--- config.mk ---
export PLATFORM = sky130hd
export DESIGN_NAME = pipe_skid_reg
export DESIGN_NICKNAME = d
export VERILOG_FILES = /design/src/rtl/pipe_pkg.sv /design/src/rtl/sat_counter.sv /design/src/rtl/pipe_skid_reg.sv
export SDC_FILE = /design/constraint.sdc
export NUM_CORES = 1
export LEC_CHECK = 0
export CORE_MARGIN = 2
export CORE_UTILIZATION = 40
export DETAILED_ROUTE_END_ITERATION = 12
export GPL_ROUTABILITY_DRIVEN = 0
export HOLD_SLACK_MARGIN = 0.06
export PLACE_DENSITY = 0.7
export SYNTH_ARGS = -nofsm -noshare
export SYNTH_HDL_FRONTEND = slang
export SYNTH_HIERARCHICAL = 1
export SYNTH_SLANG_ARGS = --single-unit
--- constraint.sdc ---
create_clock -name clk -period 5.9 [get_ports clk]
set_input_delay 1.77 -clock clk [delete_from_list [all_inputs] [get_ports clk]]
set_output_delay 1.77 -clock clk [all_outputs]
set_load 0.02 [all_outputs]
--- src/rtl/pipe_pkg.sv ---
// Shared types for the CPU pipeline stage registers: skid state encoding,
// NOP encoding and the per-stage payload structs that size DATA_W.
package pipe_pkg;

    // Encoding equals the number of held beats, so the state drives occupancy directly.
    typedef enum logic [1:0] {
        EMPTY = 2'd0,
        ONE   = 2'd1,
        FULL  = 2'd2
    } skid_state_t;

    localparam logic [31:0] NOP_INSTR = 32'h0000_0000;

    typedef struct packed {
        logic [31:0] pc4;
        logic [31:0] instr;
    } ifid_t;

    typedef struct packed {
        logic [31:0] pc4;
        logic [31:0] rs1_val;
        logic [31:0] rs2_val;
        logic [31:0] imm;
        logic [4:0]  rd;
        logic [7:0]  ctrl;
    } idex_t;

    typedef struct packed {
        logic [31:0] alu_res;
        logic [31:0] st_data;
        logic [4:0]  rd;
        logic [3:0]  ctrl;
    } exmem_t;

    typedef struct packed {
        logic [31:0] wb_val;
        logic [4:0]  rd;
        logic        we;
    } memwb_t;

    localparam int IFID_W  = $bits(ifid_t);
    localparam int IDEX_W  = $bits(idex_t);
    localparam int EXMEM_W = $bits(exmem_t);
    localparam int MEMWB_W = $bits(memwb_t);

endpackage

--- src/rtl/sat_counter.sv ---
// Saturating up-counter: counts cycles with inc high, sticks at all-ones,
// cleared only by rst.
module sat_counter #(
    parameter int W = 16
) (
    input  logic         clk,
    input  logic         rst,
    input  logic         inc,
    output logic [W-1:0] count
);

    logic [W-1:0] r_cnt;

    always_ff @(posedge clk) begin
        if (rst) begin
            r_cnt <= '0;
        end else if (inc && (r_cnt != {W{1'b1}})) begin
            r_cnt <= r_cnt + W'(1);
        end
    end

    assign count = r_cnt;

endmodule

--- src/rtl/pipe_skid_reg.sv ---
// Elastic valid/ready pipeline register with optional two-entry skid buffer,
// flush with bubble insertion and a saturating back-pressure counter.
module pipe_skid_reg
    import pipe_pkg::*;
#(
    parameter int                DATA_W     = 64,
    parameter int                SKID_EN    = 1,
    parameter logic [DATA_W-1:0] BUBBLE_VAL = '0,
    parameter int                CNT_W      = 16
) (
    input  logic              clk,
    input  logic              rst,
    input  logic              flush,
    input  logic              in_valid,
    output logic              in_ready,
    input  logic [DATA_W-1:0] in_data,
    output logic              out_valid,
    input  logic              out_ready,
    output logic [DATA_W-1:0] out_data,
    output logic [1:0]        occupancy,
    output logic [CNT_W-1:0]  stall_cnt
);

    skid_state_t       r_state;
    skid_state_t       w_state_nxt;
    logic              r_in_rdy;
    logic [DATA_W-1:0] r_main_p1;
    logic [DATA_W-1:0] r_skid_p1;

    logic w_out_valid;
    logic w_in_ready;
    logic w_accept;
    logic w_emit;
    logic w_ld_main;
    logic w_ld_skid;
    logic w_pop_skid;

    assign w_out_valid = (r_state != EMPTY);
    // Skid mode uses the registered ready; flush always blocks a new beat.
    assign w_in_ready  = ((SKID_EN != 0) ? r_in_rdy : (~w_out_valid | out_ready)) & ~flush;
    assign w_accept    = in_valid & w_in_ready;
    assign w_emit      = w_out_valid & out_ready;

    always_ff @(posedge clk) begin
        if (rst) begin
            r_state  <= EMPTY;
            r_in_rdy <= 1'b1;
        end else begin
            r_state  <= w_state_nxt;
            r_in_rdy <= (w_state_nxt != FULL);
        end
    end

    always_comb begin
        w_state_nxt = r_state;
        w_ld_main   = 1'b0;
        w_ld_skid   = 1'b0;
        w_pop_skid  = 1'b0;
        case (r_state)
            EMPTY: begin
                if (w_accept) begin
                    w_state_nxt = ONE;
                    w_ld_main   = 1'b1;
                end
            end
            ONE: begin
                if (w_accept && w_emit) begin
                    w_ld_main = 1'b1;
                end else if (w_accept) begin
                    w_state_nxt = FULL;
                    w_ld_skid   = 1'b1;
                end else if (w_emit) begin
                    w_state_nxt = EMPTY;
                end
            end
            FULL: begin
                if (w_emit) begin
                    w_state_nxt = ONE;
                    w_pop_skid  = 1'b1;
                end
            end
            default: w_state_nxt = EMPTY;
        endcase
        if (flush) begin
            w_state_nxt = EMPTY;
        end
    end

    // Stage p1: payload storage; bubbles come from the output mux, not the flops.
    always_ff @(posedge clk) begin
        if (w_ld_main) begin
            r_main_p1 <= in_data;
        end else if (w_pop_skid) begin
            r_main_p1 <= r_skid_p1;
        end
        if (w_ld_skid) begin
            r_skid_p1 <= in_data;
        end
    end

    assign in_ready  = w_in_ready;
    assign out_valid = w_out_valid;
    assign out_data  = w_out_valid ? r_main_p1 : BUBBLE_VAL;
    assign occupancy = r_state;

    sat_counter #(
        .W(CNT_W)
    ) u_stall_cnt (
        .clk  (clk),
        .rst  (rst),
        .inc  (w_out_valid & ~out_ready),
        .count(stall_cnt)
    );

endmodule
==> results by group, run 1 <==
Die
  – Die Area: 17000 sq um
  – Starting density of the core: 0.405
  – Core region area: 15800 sq um
  – Chip height: 130 um
  – Num ports: 153
  – Chip width: 130 um
  – Num rows: 46

Placement
  – Post-DP Area: 8040 sq um
  – DP Wirelength: 8220 um
  – PortBufs: 152
  – Place WS: 1.07 ns

Clock network
  – TritonCTS Buffers: 17
  – CTS Sinks: 147
  – Post-CTS setup buffers: 0
  – Hold-fix buffers, CTS: 0
  – CTS tree: yes
  – CTS H-tree depth: 4
  – Clock Latency Late Sink: 0.41 ns
  – Clk pin slew, worst setup/hold paths: 0.06 ns
  – Root buffer cell: clkbuf_16
  – Post-CTS sizing: 0
  – Clock buffer depth: 2

Timing
  – Final Cycle Share: 0.820
  – Highest clock rate: 207 MHz
  – Worst-Margin Slew: 1.02 ns
  – Final Max Slew Viols: 0
  – Clock skew: 0.00755 ns
  – Fin worst setup slack: 1.06 ns
  – Minimum clock period: 4.84 ns
  – Final setup viols: 0
  – Slew HR: 0.322
  – Sum Neg Setup Slack: 0 ns
  – Hold Violations, Final: 0
  – RSZ-0062 raised after global routing: false

Global routing
  – Global-route wire length before repair: 20000 um
  – Initial antenna violation count: 0
  – Overall routing resource usage: 0.156
  – Aggregate global routing overflow: 0
  – Largest net degree at the start of global routing: 67
  – Vias in the first global route: 3924

Logic synthesis
  – Mean Syn Cell Area: 16.5 sq um
  – Post-synth top area cell: edfxtp_1
  – Cell with the most instances after synthesis: edfxtp_1
  – Post-synth EDFFs: 128
  – Synth cell count leaders: edfxtp_1, and2_1, mux2_4, dfxtp_1, a21oi_1
  – Leading post-synthesis cells by cell area: edfxtp_1, mux2_4, and2_1
  – Mapped Area: 6390 sq um
  – Post-synth top area share: 0.602
  – Synth Instances: 388
  – Register area share after synthesis: 0.661
  – Synth Flop Type: edfxtp_1
  – Synthesized flop and latch total: 147
  – Async SR Flop Fraction: 0
  – YS warnings: 6
  – Post-synth net total: 458
  – Unique cell type count in the Yosys netlist: 43

Power and ir drop
  – VDD IR max: 0.175 mV
  – Leakage: 0.00305 uW
  – Total net switching power: 507 uW
  – Clk network pwr share: 0.412
  – Reg power frac: 0.506
  – Net Sw Frac: 0.219
  – Cell internal pwr: 1810 uW
  – Logic pwr share: 0.082
  – Power Density: 270 nW/um^2

Drt
  – DR pass1 iterations: 4
  – Routed wire per std cell: 16.6 um
  – Initial drt markers: 199
  – # DRC: 0
  – Final WL: 12800 um
  – Vias per cell: 4.85
  – Via Count: 3748
  – Antenna-violating nets left: 0

Worst setup path
  – CP Capture Type: output port
  – Crit path top cell by count: clkdlybuf4s50_1
  – Worst reg2reg path depth: 5
  – Reg-to-reg startpoint: occupancy[0]
  – Worst Path Arrival: 3.07 ns
  – Startpoint types: input pin
  – Sequence of cells on the critical path: clkdlybuf4s50_1 > nor2b_1 > clkdlybuf4s50_1
  – Critical path's slowest cell: clkdlybuf4s50_1
  – Reg2reg setup slack: 2.83 ns
  – Worst setup path category: input pin to output port
  – Worst setup startpoint: flush
  – FF-to-FF End: u_stall_cnt/count[11]
  – CP required: 4.13 ns
  – Crit-path max cell delay: 0.63 ns
  – CP max FO: 6

Finish
  – Synthesis-to-finish area growth: 34.0%
  – Layout cells sized above 1: 0.185
  – Finished Cell Area: 8560 sq um
  – Area of the multi-input gates: 2010 sq um
  – Reg area: 4220 sq um
  – Final #Nets: 613
  – Layout fillers: 1298
  – Ant diodes: 0

Worst hold path
  – Hold Path Origin: u_stall_cnt/count[9]
  – Min-Delay Path Depth: 2
  – Hold endpoint: u_stall_cnt/count[9]
  – Hold crit path type: register to register

Job
  – Maximum capacitance violations: 0

Run status
  – Run status: finished clean
power by group through the flow:
stage | clock network, uW | registers (uW) | logic (uW)
2_1_floorplan | 0 | 1190 | 103
3_3_place_gp | 0 | 1190 | 188
3_5_place_dp | 0 | 1190 | 192
4_1_cts | 974 | 1170 | 193
5_1_grt | 1020 | 1170 | 202
6_report | 954 | 1170 | 189
metrics by stage:
stage / hold WS [ns] / util / instances / power (uW)
after floorplan: 0.523 / - / 388 / 1300
after global placement: 0.504 / 0.510 / 740 / 1380
after detailed placement: 0.518 / 0.510 / 740 / 1390
after CTS: 0.529 / 0.543 / 772 / 2340
after global routing: 0.559 / 0.543 / 772 / 2390
final: 0.534 / 0.543 / 772 / 2310
critical path, delay by kind of cell:
kind	cells	cell delay, ns
buffers and inverters	2	1.11
and+or+nand+nor	1	0.19
state kept, by name (all words and copies together), names as in the netlist:
| signal | count |
|---|---|
| r_skid_p1 | 64 |
| occupancy | 2 |
| u_stall_cnt/count | 16 |
| r_main_p1 | 64 |
| r_in_rdy | 1 |
routing by layer:
metal	global-route usage	vias up	share of wire
met5	0	-	0
met4	0.0538	0	0.0073
met3	0.0782	8	0.10
met2	0.248	142	0.47
met1	0.183	1815	0.42
li1	-	1783	-
worst max path at each step:
stage                     slack, ns  depth (start not counted)           end
final                          1.06                          3      in_ready
after global routing           0.98                          3      in_ready
after detailed placement       1.07                          3      in_ready
after floorplan                0.75                          2  r_skid_p1[0]
after global placement         1.07                          3      in_ready
after CTS                      1.07                          3      in_ready
layout by cell type, fill, tap and decap left out, drive strengths merged, types with 7 or more instances in the layout:
cell type and instances:
and2 64, clkdlybuf4s50 152, dfxtp 19, clkbuf 20, nand2 11, edfxtp 128
a21oi 10, mux2 65, nor2 7, or4 8
kinds of logic after synthesis:
group | after synthesis | share of synthesized area
and+or+nand+nor | 125 | 0.128
DFF | 147 | 0.661
adders and majority gates | 1 | 0.00196
buffers and inverters | 20 | 0.0272
xor gates and xnor gates | 2 | 0.00274
muxes | 67 | 0.153
AOI/OAI and AO/OA | 26 | 0.0260
final cells by class:
cell class	count	area share
flip-flops and latches	147	0.493
multi-input cells	221	0.234
repair buffers	153	0.179
clock buffers	20	0.0510
well taps	216	0.0316
clock inverters	12	0.00994
inverters	3	0.00132
No activity file was read; power rests on OpenSTA's default activity.
==> inputs of run 2 (changes only) <==
--- a/config.mk
+++ b/config.mk
@@ -10,7 +10,7 @@
 export DETAILED_ROUTE_END_ITERATION = 12
 export GPL_ROUTABILITY_DRIVEN = 0
 export HOLD_SLACK_MARGIN = 0.06
-export PLACE_DENSITY = 0.7
+export PLACE_DENSITY = 0.72
 export SYNTH_ARGS = -nofsm -noshare
 export SYNTH_HDL_FRONTEND = slang
 export SYNTH_HIERARCHICAL = 1
==> constraint.sdc (replaced) <==
create_clock -name clk -period 4.2 [get_ports clk]
set_input_delay 1.26 -clock clk [delete_from_list [all_inputs] [get_ports clk]]
set_output_delay 1.26 -clock clk [all_outputs]
set_load 0.02 [all_outputs]
==> results by group, run 2 (synthesized netlist as in run 1, its figures left out) <==
Run status
  – Run status: finished clean

Finish
  – Commonest cells after routing, fill and taps aside: clkdlybuf4s50_1, edfxtp_1, and2_1
  – Ant diodes: 0
  – Synthesis-to-finish area growth: 36.2%
  – Layout cells sized above 1: 0.191
  – Final Instance Count excl. Fillers: 775
  – Final #Nets: 616
  – Final core utilization: 0.552
  – Commonest non-fill, non-tap cell in the layout: clkdlybuf4s50_1
  – Layout fillers: 1301

Worst setup path
  – Crit path top cell by count: clkdlybuf4s50_1
  – CP max FO: 6
  – CP required: 2.94 ns
  – Worst reg2reg path depth: 5
  – Worst Path Arrival: 2.60 ns
  – Crit-path max cell delay: 0.64 ns
  – Sequence of cells on the critical path: clkdlybuf4s50_1 > nor2b_1 > clkdlybuf4s50_1
  – CP Capture Type: output port
  – Startpoint types: input pin
  – Reg2reg setup slack: 1.56 ns
  – Reg-to-reg startpoint: occupancy[0]
  – Critical path depth: 3
  – FF-to-FF End: u_stall_cnt/count[11]
  – Worst setup path category: input pin to output port
  – CP bufs+invs: 2
  – CP top delay family: buffers and inverters
  – Critical path's slowest cell: clkdlybuf4s50_1

Global routing
  – Vias in the first global route: 3891
  – Met3 usage: 0.0721
  – Met2 usage: 0.251
  – Largest net degree at the start of global routing: 65
  – Grt met1 use: 0.195
  – Aggregate global routing overflow: 0
  – Initial antenna violation count: 0
  – Overall routing resource usage: 0.158
  – GRT busiest layer: met2
  – Global-route wire length before repair: 20400 um

Drt
  – DR pass1 iterations: 5
  – Routed wire per std cell: 16.7 um
  – Antenna-violating nets left: 0
  – Initial drt markers: 298
  – Via Count: 3821
  – Final WL: 12900 um
  – # DRC: 0
  – Vias per cell: 4.93

Timing
  – Fin worst setup slack: 0.339 ns
  – Minimum clock period: 3.86 ns
  – Worst-Margin Slew: 0.840 ns
  – Hold Violations, Final: 0
  – Final setup viols: 0
  – RSZ-0062 raised after global routing: false
  – Clock skew: 0.00753 ns
  – Final Max Slew Viols: 0
  – Sum Neg Setup Slack: 0 ns
  – Min Hold Slack: 0.545 ns
  – Slew HR: 0.436
  – Highest clock rate: 259 MHz
  – Final Cycle Share: 0.919

Die
  – Num rows: 46
  – Starting density of the core: 0.405
  – Core region area: 15800 sq um
  – Die Area: 17000 sq um
  – Chip height: 130 um
  – Num ports: 153
  – Chip width: 130 um

Clock network
  – Post-CTS sizing: 0
  – CTS H-tree depth: 4
  – Hold-fix buffers, CTS: 0
  – Clk pin slew, worst setup/hold paths: 0.05 ns
  – TritonCTS Buffers: 17
  – CTS Sinks: 147
  – CTS tree: yes
  – Clock buffer depth: 2
  – Root buffer cell: clkbuf_16
  – Clock Latency Late Sink: 0.41 ns
  – Post-CTS setup buffers: 0

Worst hold path
  – Hold crit path type: register to register
  – Hold Path Origin: r_skid_p1[55]
  – Min-Delay Path Depth: 1
  – Hold endpoint: r_main_p1[55]

Power and ir drop
  – Leakage: 0.00312 uW
  – Power Density: 401 nW/um^2
  – VDD IR max: 0.295 mV

Placement
  – PortBufs: 152
  – DP Wirelength: 8380 um
  – Total placed cells including tap cells: 743
  – Place WS: 0.342 ns

Job
  – Maximum capacitance violations: 0
run 2: cell type report:
class | count | area [sq um] | area share
Timing Repair Buffer | 156 | 1580 | 0.181
Inverter | 3 | 11.3 | 0.00129
Multi-Input combinational cell | 221 | 2010 | 0.231
Sequential cell | 147 | 4220 | 0.485
Clock buffer | 20 | 437 | 0.0502
Tap cell | 216 | 270 | 0.0310
Clock inverter | 12 | 179 | 0.0206
run 2: worst max-delay path by stage:
| stage | start | end | slack [ns] |
|---|---|---|---|
| after floorplan | flush | r_skid_p1[0] | 0.62 |
| after global placement | flush | in_ready | 0.41 |
| after detailed placement | flush | in_ready | 0.34 |
| after CTS | flush | in_ready | 0.34 |
| after global routing | occupancy[0] | out_data[52] | 0.24 |
| final | flush | in_ready | 0.34 |
run 2: metrics by stage:
step / instance area (sq um) / total power (uW)
final: 8700 / 3490
after global routing: 8700 / 3610
after CTS: 8700 / 3540
after detailed placement: 8090 / 1950
after global placement: 8090 / 1940
after floorplan: 6390 / 1820
run 2: power breakdown:
| part | switching, uW | internal (uW) | leakage, uW | total [uW] |
|---|---|---|---|---|
| Sequential | 9.93 | 1640 | 0.00134 | 1650 |
| Combinational | 119 | 152 | 0.00149 | 271 |
| Clock | 581 | 997 | 0.000293 | 1580 |
| Total | 710 | 2780 | 0.00312 | 3490 |
run 2: metal layers:
layer	share of wire	vias up
met2	0.47	169
li1	-	1787
met5	0	-
met3	0.098	21
met4	0.014	0
met1	0.42	1844
==> inputs of run 3 (changes only) <==
--- a/config.mk
+++ b/config.mk
@@ -10,6 +10,7 @@
 export DETAILED_ROUTE_END_ITERATION = 12
 export GPL_ROUTABILITY_DRIVEN = 0
 export HOLD_SLACK_MARGIN = 0.06
+export MAX_ROUTING_LAYER = met4
 export PLACE_DENSITY = 0.72
 export SYNTH_ARGS = -nofsm -noshare
 export SYNTH_HDL_FRONTEND = slang
==> results by group, run 3 (synthesized netlist as in run 1, its figures left out) <==
Run status
  – Run status: finished clean

Timing
  – Final setup viols: 0
  – Highest clock rate: 260 MHz
  – RSZ-0062 raised after global routing: false
  – Sum Neg Setup Slack: 0 ns
  – Slew HR: 0.416
  – Worst-Margin Slew: 0.869 ns
  – Minimum clock period: 3.85 ns
  – Hold Violations, Final: 0
  – Final Cycle Share: 0.917
  – Min Hold Slack: 0.545 ns
  – Final Max Slew Viols: 0
  – Clock skew: 0.00823 ns

Placement
  – PortBufs: 152
  – DP Wirelength: 8380 um
  – Post-DP Area: 8090 sq um

Global routing
  – Met2 usage: 0.250
  – Largest net degree at the start of global routing: 65
  – Vias in the first global route: 3892
  – Overall routing resource usage: 0.163
  – Aggregate global routing overflow: 0
  – Initial antenna violation count: 0
  – Global-route wire length before repair: 20400 um
  – Grt met1 use: 0.199
  – Met3 usage: 0.0660
  – GRT busiest layer: met2

Clock network
  – Clock buffer depth: 2
  – Post-CTS setup buffers: 0
  – Hold-fix buffers, CTS: 0
  – CTS tree: yes
  – TritonCTS Buffers: 17
  – CTS H-tree depth: 4
  – CTS Sinks: 147
  – Clk pin slew, worst setup/hold paths: 0.05 ns
  – Post-CTS sizing: 0
  – Root buffer cell: clkbuf_16
  – Clock Latency Late Sink: 0.41 ns

Power and ir drop
  – Clk network pwr share: 0.452
  – Total net switching power: 712 uW
  – Reg power frac: 0.471
  – Power Density: 402 nW/um^2
  – Cell internal pwr: 2780 uW
  – VDD IR max: 0.295 mV
  – Net Sw Frac: 0.204
  – Logic pwr share: 0.078
  – Leakage: 0.00312 uW

Worst setup path
  – Worst Path Arrival: 2.59 ns
  – Startpoint types: input pin
  – CP max FO: 6
  – CP Capture Type: output port
  – CP required: 2.94 ns
  – Worst setup path category: input pin to output port

Job
  – Maximum capacitance violations: 0

Drt
  – Vias per cell: 4.93
  – Routed wire per std cell: 16.8 um
  – Final WL: 13000 um
  – Antenna-violating nets left: 0
  – DR pass1 iterations: 5
  – # DRC: 0
  – Initial drt markers: 323
  – Via Count: 3818

Finish
  – Area of the multi-input gates: 2010 sq um
  – Ant diodes: 0
  – Layout fillers: 1301
  – Commonest cells after routing, fill and taps aside: clkdlybuf4s50_1, edfxtp_1, and2_1
  – Final #Nets: 616
  – Finished Cell Area: 8700 sq um
  – Commonest non-fill, non-tap cell in the layout: clkdlybuf4s50_1
  – Layout cells sized above 1: 0.191
  – Final core utilization: 0.552
  – Synthesis-to-finish area growth: 36.2%
  – Reg area: 4220 sq um

Die
  – Chip height: 130 um
  – Core region area: 15800 sq um
  – Num rows: 46
  – Chip width: 130 um
  – Starting density of the core: 0.405
  – Num ports: 153
  – Die Area: 17000 sq um

Worst hold path
  – Hold crit path type: register to register
run 3: cell counts in the layout (fill, tap and decap cells not counted):
Identical to the previous run, type by type.
run 3: routing by layer:
layer | part of all wire | up-vias
li1 | - | 1789
met1 | 0.43 | 1848
met2 | 0.47 | 164
met3 | 0.086 | 17
met4 | 0.013 | 0
met5 | 0 | -
run 3: worst paths after layout:
check | startpoint | endpoint | slack [ns] | cells past startpoint
max | flush | in_ready | 0.35 | 3
min | r_skid_p1[55] | r_main_p1[55] | 0.54 | 1
max reg2reg | occupancy[0] | u_stall_cnt/count[11] | 1.58 | 5
min reg2reg | r_skid_p1[55] | r_main_p1[55] | 0.54 | 1
run 3: stage by stage:
stage / setup WS [ns] / std cells / power (uW)
final: 0.347 / 775 / 3500
after global routing: 0.244 / 775 / 3610
after CTS: 0.338 / 775 / 3540
after detailed placement: 0.342 / 743 / 1950
after global placement: 0.410 / 743 / 1940
after floorplan: 0.619 / 388 / 1820
run 3: cell type report:
| cell class | instances | area share |
|---|---|---|
| flip-flops and latches | 147 | 0.485 |
| clock inverters | 12 | 0.0206 |
| multi-input cells | 221 | 0.231 |
| well taps | 216 | 0.0310 |
| repair buffers | 156 | 0.181 |
| inverters | 3 | 0.00129 |
| clock buffers | 20 | 0.0502 |
run 3: worst max-delay path, stage by stage:
cell and delay (ns):
clkdlybuf4s50_1 0.49, nor2b_1 0.20, clkdlybuf4s50_1 0.64
run 3: power groups by stage:
stage / Combinational, uW / Clock [uW] / Sequential, uW
2_1_floorplan: 144 / 0 / 1680
3_3_place_gp: 269 / 0 / 1670
3_5_place_dp: 275 / 0 / 1680
4_1_cts: 276 / 1620 / 1650
5_1_grt: 291 / 1670 / 1650
6_report: 271 / 1580 / 1650
